**src/rtl/bcd_pkg.sv**
```systemverilog
// ---------------------------------------------------------------------------
// bcd_pkg
// Shared definitions for the sequential binary-to-BCD converter:
//   - state_t    : controller states (IDLE, SHIFT, DONE)
//   - DIGIT_W    : bits per BCD digit
//   - ADJ_THRESH : digit value at or above which the +3 adjust is applied
//   - minDigits  : smallest digit count able to hold 2^width-1, used by the
//                  top level to reject an undersized DIGITS at elaboration
// ---------------------------------------------------------------------------
package bcd_pkg;

    typedef enum logic [1:0] {
        IDLE  = 2'd0,
        SHIFT = 2'd1,
        DONE  = 2'd2
    } state_t;

    localparam int DIGIT_W    = 4;
    localparam int ADJ_THRESH = 5;

    // Count decimal digits of the largest unsigned value of the given width.
    function automatic int minDigits(input int width);
        int value;
        int count;
        value = (1 << width) - 1;
        count = 0;
        do begin
            count = count + 1;
            value = value / 10;
        end while (value > 0);
        return count;
    endfunction

endpackage

```
**src/rtl/bcd_conv_ctrl_dd_adj3.sv**
```systemverilog
// ---------------------------------------------------------------------------
// dd_adj3
// One double-dabble digit-adjust cell: a digit of 5 or more gets 3 added so
// that the following left shift carries correctly into the next decimal digit.
// Purely combinational, no carry out of the digit.
// Ports:
//   i_digit  [3:0]  scratch digit before adjust
//   o_digit  [3:0]  adjusted digit
// ---------------------------------------------------------------------------
module dd_adj3
    import bcd_pkg::*;
(
    input  logic [DIGIT_W-1:0] i_digit,
    output logic [DIGIT_W-1:0] o_digit
);

    // Conditional +3; legal digits are 0..9 so the sum never exceeds 12.
    always_comb begin
        o_digit = i_digit;
        if (i_digit >= DIGIT_W'(ADJ_THRESH)) begin
            o_digit = i_digit + DIGIT_W'(3);
        end
    end

endmodule

```
**src/rtl/bcd_conv_ctrl.sv**
```systemverilog
// ---------------------------------------------------------------------------
// bcd_conv_ctrl
// Sequential binary-to-BCD converter. An accepted start latches bin, then the
// shift-and-add-3 algorithm runs one bit per clock through a single row of
// dd_adj3 cells. The result is registered and held until the next done.
// Parameters:
//   WIDTH   binary input width (4..16)
//   DIGITS  BCD digits produced, must satisfy 10^DIGITS > 2^WIDTH-1
// Ports:
//   clk    rising-edge clock
//   rst    asynchronous active-high reset
//   start  conversion request, only honoured while not busy
//   bin    unsigned value, captured with an accepted start
//   busy   conversion in progress
//   done   one-cycle pulse, bcd (and blank) just updated
//   bcd    result, digit 0 (ones) in [3:0]
//   blank  leading-zero flags, bit i for digit i
// Configuration macro:
//   BCD_LZB_EN  when defined, blank is a registered leading-zero mask;
//               otherwise blank is tied to 0 and no blanking logic exists.
// ---------------------------------------------------------------------------
module bcd_conv_ctrl
    import bcd_pkg::*;
#(
    parameter int WIDTH  = 8,
    parameter int DIGITS = 3
)(
    input  logic                      clk,
    input  logic                      rst,
    input  logic                      start,
    input  logic [WIDTH-1:0]          bin,
    output logic                      busy,
    output logic                      done,
    output logic [DIGIT_W*DIGITS-1:0] bcd,
    output logic [DIGITS-1:0]         blank
);

    localparam int SCR_W = DIGIT_W * DIGITS;
    localparam int CNT_W = $clog2(WIDTH + 1);

    // Reject configurations the algorithm cannot convert exactly.
    generate
        if ((WIDTH < 4) || (WIDTH > 16) || (DIGITS < minDigits(WIDTH))) begin : g_paramCheck
            $error("bcd_conv_ctrl: illegal WIDTH/DIGITS combination");
        end
    endgenerate

    state_t             r_state;
    state_t             w_stateNext;
    logic [WIDTH-1:0]   r_sreg;
    logic [SCR_W-1:0]   r_scr;
    logic [CNT_W-1:0]   r_cnt;
    logic [SCR_W-1:0]   r_bcd;
    logic               w_load;
    logic               w_shiftEn;
    logic               w_finish;
    logic [SCR_W-1:0]   w_scrAdj;
    logic [SCR_W+WIDTH-1:0] w_shifted;
    logic [SCR_W-1:0]   w_scrNext;
    logic [WIDTH-1:0]   w_sregNext;

    // One adjust cell per digit; digits never exchange carries.
    genvar g;
    generate
        for (g = 0; g < DIGITS; g++) begin : g_adj
            dd_adj3 u_adj (
                .i_digit (r_scr[g*DIGIT_W +: DIGIT_W]),
                .o_digit (w_scrAdj[g*DIGIT_W +: DIGIT_W])
            );
        end
    endgenerate

    // Adjusted scratch and the remaining binary bits shift left as one word,
    // so the binary MSB moves into the ones digit each cycle.
    assign w_shifted  = {w_scrAdj, r_sreg} << 1;
    assign w_scrNext  = w_shifted[SCR_W+WIDTH-1:WIDTH];
    assign w_sregNext = w_shifted[WIDTH-1:0];

    // State register.
    always_ff @(posedge clk or posedge rst) begin
        if (rst) begin
            r_state <= IDLE;
        end else begin
            r_state <= w_stateNext;
        end
    end

    // Next-state and control decode. A start is accepted from IDLE and also
    // from DONE, which lets a held start run conversions back to back.
    always_comb begin
        w_stateNext = r_state;
        w_load      = 1'b0;
        w_shiftEn   = 1'b0;
        w_finish    = 1'b0;
        unique case (r_state)
            IDLE: begin
                if (start) begin
                    w_load      = 1'b1;
                    w_stateNext = SHIFT;
                end
            end
            SHIFT: begin
                w_shiftEn = 1'b1;
                if (r_cnt == CNT_W'(1)) begin
                    w_finish    = 1'b1;
                    w_stateNext = DONE;
                end
            end
            DONE: begin
                if (start) begin
                    w_load      = 1'b1;
                    w_stateNext = SHIFT;
                end else begin
                    w_stateNext = IDLE;
                end
            end
            default: w_stateNext = IDLE;
        endcase
    end

    // Shift datapath: load on an accepted start, then one bit per cycle.
    always_ff @(posedge clk or posedge rst) begin
        if (rst) begin
            r_sreg <= '0;
            r_scr  <= '0;
            r_cnt  <= '0;
        end else if (w_load) begin
            r_sreg <= bin;
            r_scr  <= '0;
            r_cnt  <= CNT_W'(WIDTH);
        end else if (w_shiftEn) begin
            r_sreg <= w_sregNext;
            r_scr  <= w_scrNext;
            r_cnt  <= r_cnt - CNT_W'(1);
        end
    end

    // Result register takes the post-shift scratch on the final shift.
    always_ff @(posedge clk or posedge rst) begin
        if (rst) begin
            r_bcd <= '0;
        end else if (w_finish) begin
            r_bcd <= w_scrNext;
        end
    end

`ifdef BCD_LZB_EN
    logic [DIGITS-1:0] r_blank;
    logic [DIGITS-1:0] w_blankNext;
    logic              w_allZero;

    // Walk down from the top digit; a digit blanks while everything above it
    // (and itself) is zero. The ones digit is always shown.
    always_comb begin
        w_blankNext = '0;
        w_allZero   = 1'b1;
        for (int i = DIGITS - 1; i >= 1; i--) begin
            w_allZero      = w_allZero && (w_scrNext[i*DIGIT_W +: DIGIT_W] == '0);
            w_blankNext[i] = w_allZero;
        end
    end

    // Blank mask updates on the same edge as the result.
    always_ff @(posedge clk or posedge rst) begin
        if (rst) begin
            r_blank <= {{(DIGITS-1){1'b1}}, 1'b0};
        end else if (w_finish) begin
            r_blank <= w_blankNext;
        end
    end

    assign blank = r_blank;
`else
    assign blank = '0;
`endif

    // Status comes straight from the registered state, so busy and done
    // are mutually exclusive and glitch free.
    assign busy = (r_state == SHIFT);
    assign done = (r_state == DONE);
    assign bcd  = r_bcd;

endmodule

```
**config.mk**
```make
export PLATFORM = sky130hd
export DESIGN_NAME = bcd_conv_ctrl
export DESIGN_NICKNAME = d
export VERILOG_FILES = /design/src/rtl/bcd_pkg.sv /design/src/rtl/bcd_conv_ctrl_dd_adj3.sv /design/src/rtl/bcd_conv_ctrl.sv
export SDC_FILE = /design/constraint.sdc
export NUM_CORES = 1
export LEC_CHECK = 0
export CAP_MARGIN = 10
export CORE_ASPECT_RATIO = 1.2
export CORE_MARGIN = 2
export CORE_UTILIZATION = 50
export CTS_BUF_LIST = sky130_fd_sc_hd__clkbuf_4 sky130_fd_sc_hd__clkbuf_8
export CTS_CLUSTER_DIAMETER = 100
export DETAILED_ROUTE_END_ITERATION = 10
export PLACE_DENSITY = 0.77
export SLEW_MARGIN = 40
export SYNTH_ARGS = -nofsm -noshare
export SYNTH_HDL_FRONTEND = slang
export SYNTH_HIERARCHICAL = 1
export SYNTH_SLANG_ARGS = --single-unit
```
**constraint.sdc**
```tcl
create_clock -name clk -period 1.7 [get_ports clk]
set_clock_uncertainty 0.2 [all_clocks]
set_input_delay 0.34 -clock clk [delete_from_list [all_inputs] [get_ports clk]]
set_output_delay 0.34 -clock clk [all_outputs]
set_load 0.01 [all_outputs]
```
; Yosys cells after proc, flatten, opt, wreduce, memory -nomap -nowiden
; Cells that the tools add are included.
[totals]
output_inout_bits = 17
wordCells = 39
ff_bits = 38
inputBits = 11
[classes]
muxes = 18
n_eq_ne = 5
reduce_logical = 4
order_cmp = 3
n_addsub = 4
[ops]
columns = operator, count
row1 = $mux 12, 2
row2 = $mux 4, 4
row3 = $mux 8, 2
row4 = $ge 4x3->1 const B, 3
row5 = $add 4x2->4 const B, 2
row6 = $mux 1, 6
row7 = $pmux 2 s3, 1
row8 = $eq 4x1->1 const B, 1
row9 = $mux 2, 2
row10 = $sub 4x1->4 const B, 1
row11 = $add 3x2->3 const B, 1
row12 = $mux 3, 1
row13 = $eq 2x1->1 const B, 1
row14 = $eq 2x2->1 const B, 1
row15 = $logic_not 2->1, 1
row16 = $ne 2x1->1 const B, 1
row17 = $ne 2x2->1 const B, 1
row18 = $reduce_and 2->1, 1
row19 = $reduce_bool 2->1, 1
row20 = $reduce_or 2->1, 1

; Logic depth before layout (Yosys ltp)
[logic_depth]
ltp_word = 4
mapped_depth = 6
depth_no_buf = 6

; By module
; Netlist, hierarchy kept.
[by_module_without_submodules]
columns = mod, n_inst, area_each_um2, cells_each, seq_area_each_um2
row1 = bcd_conv_ctrl, 1, 1594.0, 124, 950.9
row2 = dd_adj3, 3, 101.3, 16, 0.0

; Worst setup path after synthesis
; OpenSTA, ideal clock, no wires.
[synth_path]
kind = flip-flop to flip-flop
startpoint = register r_cnt[1]
endpoint = register r_bcd[0] (netlist: bcd[0])
n_path_buf = 1
arrival_time_ns = 1.298
setup_ns = 0.125
path_stages_with_launch = 7
required_time_ns = 1.375
period_less_slack_ns = 1.623
slack_ns = 0.077
path_cell_list = dfrtp_1 -> inv_1 -> ha_1 -> nor3b_4 -> nand2_4 -> buf_6 -> mux2_4
[synth_via]
elab_chain_len = 3
[synth_lines]
columns = item, line_no
row1 = start: declaration, bcd_conv_ctrl.sv:52  ; logic [CNT_W-1:0] r_cnt;
row2 = start signal: assignment, bcd_conv_ctrl.sv:130  ; r_cnt <= CNT_W'(WIDTH);
row3 = start signal: assignment, bcd_conv_ctrl.sv:134  ; r_cnt <= r_cnt - CNT_W'(1);
row4 = $eq 4x1->1, bcd_conv_ctrl.sv:104  ; if (r_cnt == CNT_W'(1)) begin
row5 = $mux 1, bcd_conv_ctrl.sv:104
row6 = $mux 1, bcd_conv_ctrl.sv:95  ; unique case (r_state)
row7 = end signal: assignment, bcd_conv_ctrl.sv:143  ; r_bcd <= w_scrNext;
row8 = end: declaration, bcd_conv_ctrl.sv:53  ; logic [SCR_W-1:0] r_bcd;
; No other way between the ends.
; A chain may end at the register's enable or synchronous reset.

; Final worst setup path
[layout_path]
startpoint = register r_cnt[1]
endpoint = register r_bcd[7] (netlist: bcd[7])
; Same word-level chain as after synthesis.

==> run metrics <==
Final Cycle Share 1.015; Warnings, synthesis 6; setup violators final 7; number of hold buffers added after CTS 0; final layout net count 231; crit path max fanout 7; Post-Place Cells 235; setup repair after global routing missed its margin yes; Max Clock Freq 579.4 MHz; P per Cell Area 2039 nW/um^2; total design power 0.005190 W; type of the worst setup path register to register; peak ir drop on the vdd network 1.120 mV; effective utilization at floorplan 0.5212; remaining design rule violation count 0; clock-pin slew on the worst setup and hold paths 80 ps; antenna diode count 0; max-slew violations 0; clock sink count 38; run status finished, violations left; Cell Area, Placed 2247 sq um; total number of H-tree levels 2; Std-Cell Rows 24; Layout Area Growth over Synthesis 35.51%; violated checks negative setup slack; kind of path behind the tightest hold check input port to asynchronous set/reset pin; synthesized area divided by synthesized cell count 11.18 sq um; die outline area 4264 sq um; pin count of the biggest net entering global routing 39; Hold Vio Cnt, Final 0; non-filler cells in the finished layout 251; DR WL/cell 15.74 um; reported max-cap violation count 0; leakage power total 1.241 nW; Boundary Pins 28; slack of the worst reg-to-reg path -30 ps; HPWL after DPL 2562 um; antenna viol nets, final 0; category of the worst setup path launch point register; weighted congestion reported at the end of routability-driven placement 0.7534; Synth Instances 168; iteration count of the initial detailed-routing pass 5; Vias per Instance 5.510; library cell used as clock root buffer clkbuf_8; overflow left after global routing 0; most used cells in the layout excluding fill and tap cells dfrtp_1 (36), nand2_1 (24), buf_4 (15); synthesized area 1878 sq um; die height 71.14 um; worst endpoint required time 1680 ps; most frequent standard cell in the layout excluding fill and tap cells dfrtp_1; least setup slack across all paths after layout -26.07 ps; Total Routed Length 3950 um; crit end category register; endpoint of the lowest-slack register-to-register path bcd[7]; startpoint of the worst-slack reg-to-reg timing path r_cnt[1]; Worst EP arrival 1710 ps; count of port buffers added during placement 24; maximum clock insertion buffer count 2; vias in the first global route 1393; number of antenna violations at the first check in global routing 0; global-route usage over all layers 0.2054; via count 1383; final core utilization 0.7063; area of the placeable core 3603 sq um; Worst Reg-to-Reg Cells 5; Worst-Skew Late Latency 300 ps; worst setup slack after placement -33.65 ps; final std cell area, no fill 2545 sq um; number of clock buffers inserted by TritonCTS 5; Final Critical Period 1726 ps; global-route wire length before repair 6348 um; Iter 0 DRT Violations 48; clock tree from TritonCTS done; ratio of cells with drive above 1 in the final layout 0.3208; Die X 59.95 um
report_power, final:
| group | switching, W | internal, W | leakage [nW] |
|---|---|---|---|
| clock network | 0.000318 | 0.000469 | 0.0573 |
| registers | 0.000352 | 0.00132 | 0.473 |
| logic | 0.00126 | 0.00147 | 0.710 |
state kept, by name, summed over array words and instances (netlist names):
| register | count |
|---|---|
| r_scr | 12 |
| bcd | 12 |
| r_state | 2 |
| r_cnt | 4 |
| r_sreg | 8 |
how the worst max path moves through the flow:
stage | start | end | slack (ps) | depth (start not counted)
final | r_cnt[1] | bcd[7] | -30 | 5
after global routing | r_cnt[1] | bcd[7] | -90 | 5
after CTS | r_cnt[1] | bcd[7] | -20 | 5
after detailed placement | start | r_cnt[3] | -30 | 5
after global placement | start | r_cnt[3] | -2 | 5
after floorplan | r_cnt[1] | bcd[0] | 80 | 6
repair_timing:
action	4_1_cts	5_1_grt
pin swaps	5	8
cloned	1	0
setup buffers	7	1
resized for setup	23	24
setup endpoints to repair	29	18
critical path, cell delays in order, from the launching register on:
cell and delay, ps:
dfrtp_1 390, inv_2 80, ha_4 120, nor3b_4 310, nand2_4 170, mux2_4 340
cell type report:
class / instances / area [sq um]
fillers: 267 / 1059
multi-input cells: 113 / 975.9
repair buffers: 43 / 411.6
well taps: 39 / 48.80
inverters: 11 / 42.54
clock inverters: 1 / 30.03
flip-flops and latches: 38 / 953.4
clock buffers: 6 / 82.58
per-layer routing:
metal / wire, um / part of all wire / track usage
met5: 0 / 0 / 0
met4: 108 / 0.027 / 0.1185
met3: 168 / 0.043 / 0.05667
met2: 2056 / 0.52 / 0.3285
met1: 1615 / 0.41 / 0.2419
metrics by stage:
stage	hold WS [ps]	TNS, ps
after global placement	287.3	-3.358
after CTS	199.9	-53.96
after floorplan	265.8	0
after global routing	223.4	-748.5
final	192.8	-83.90
after detailed placement	294.3	-79.24
(Power assumes the default switching activity.)
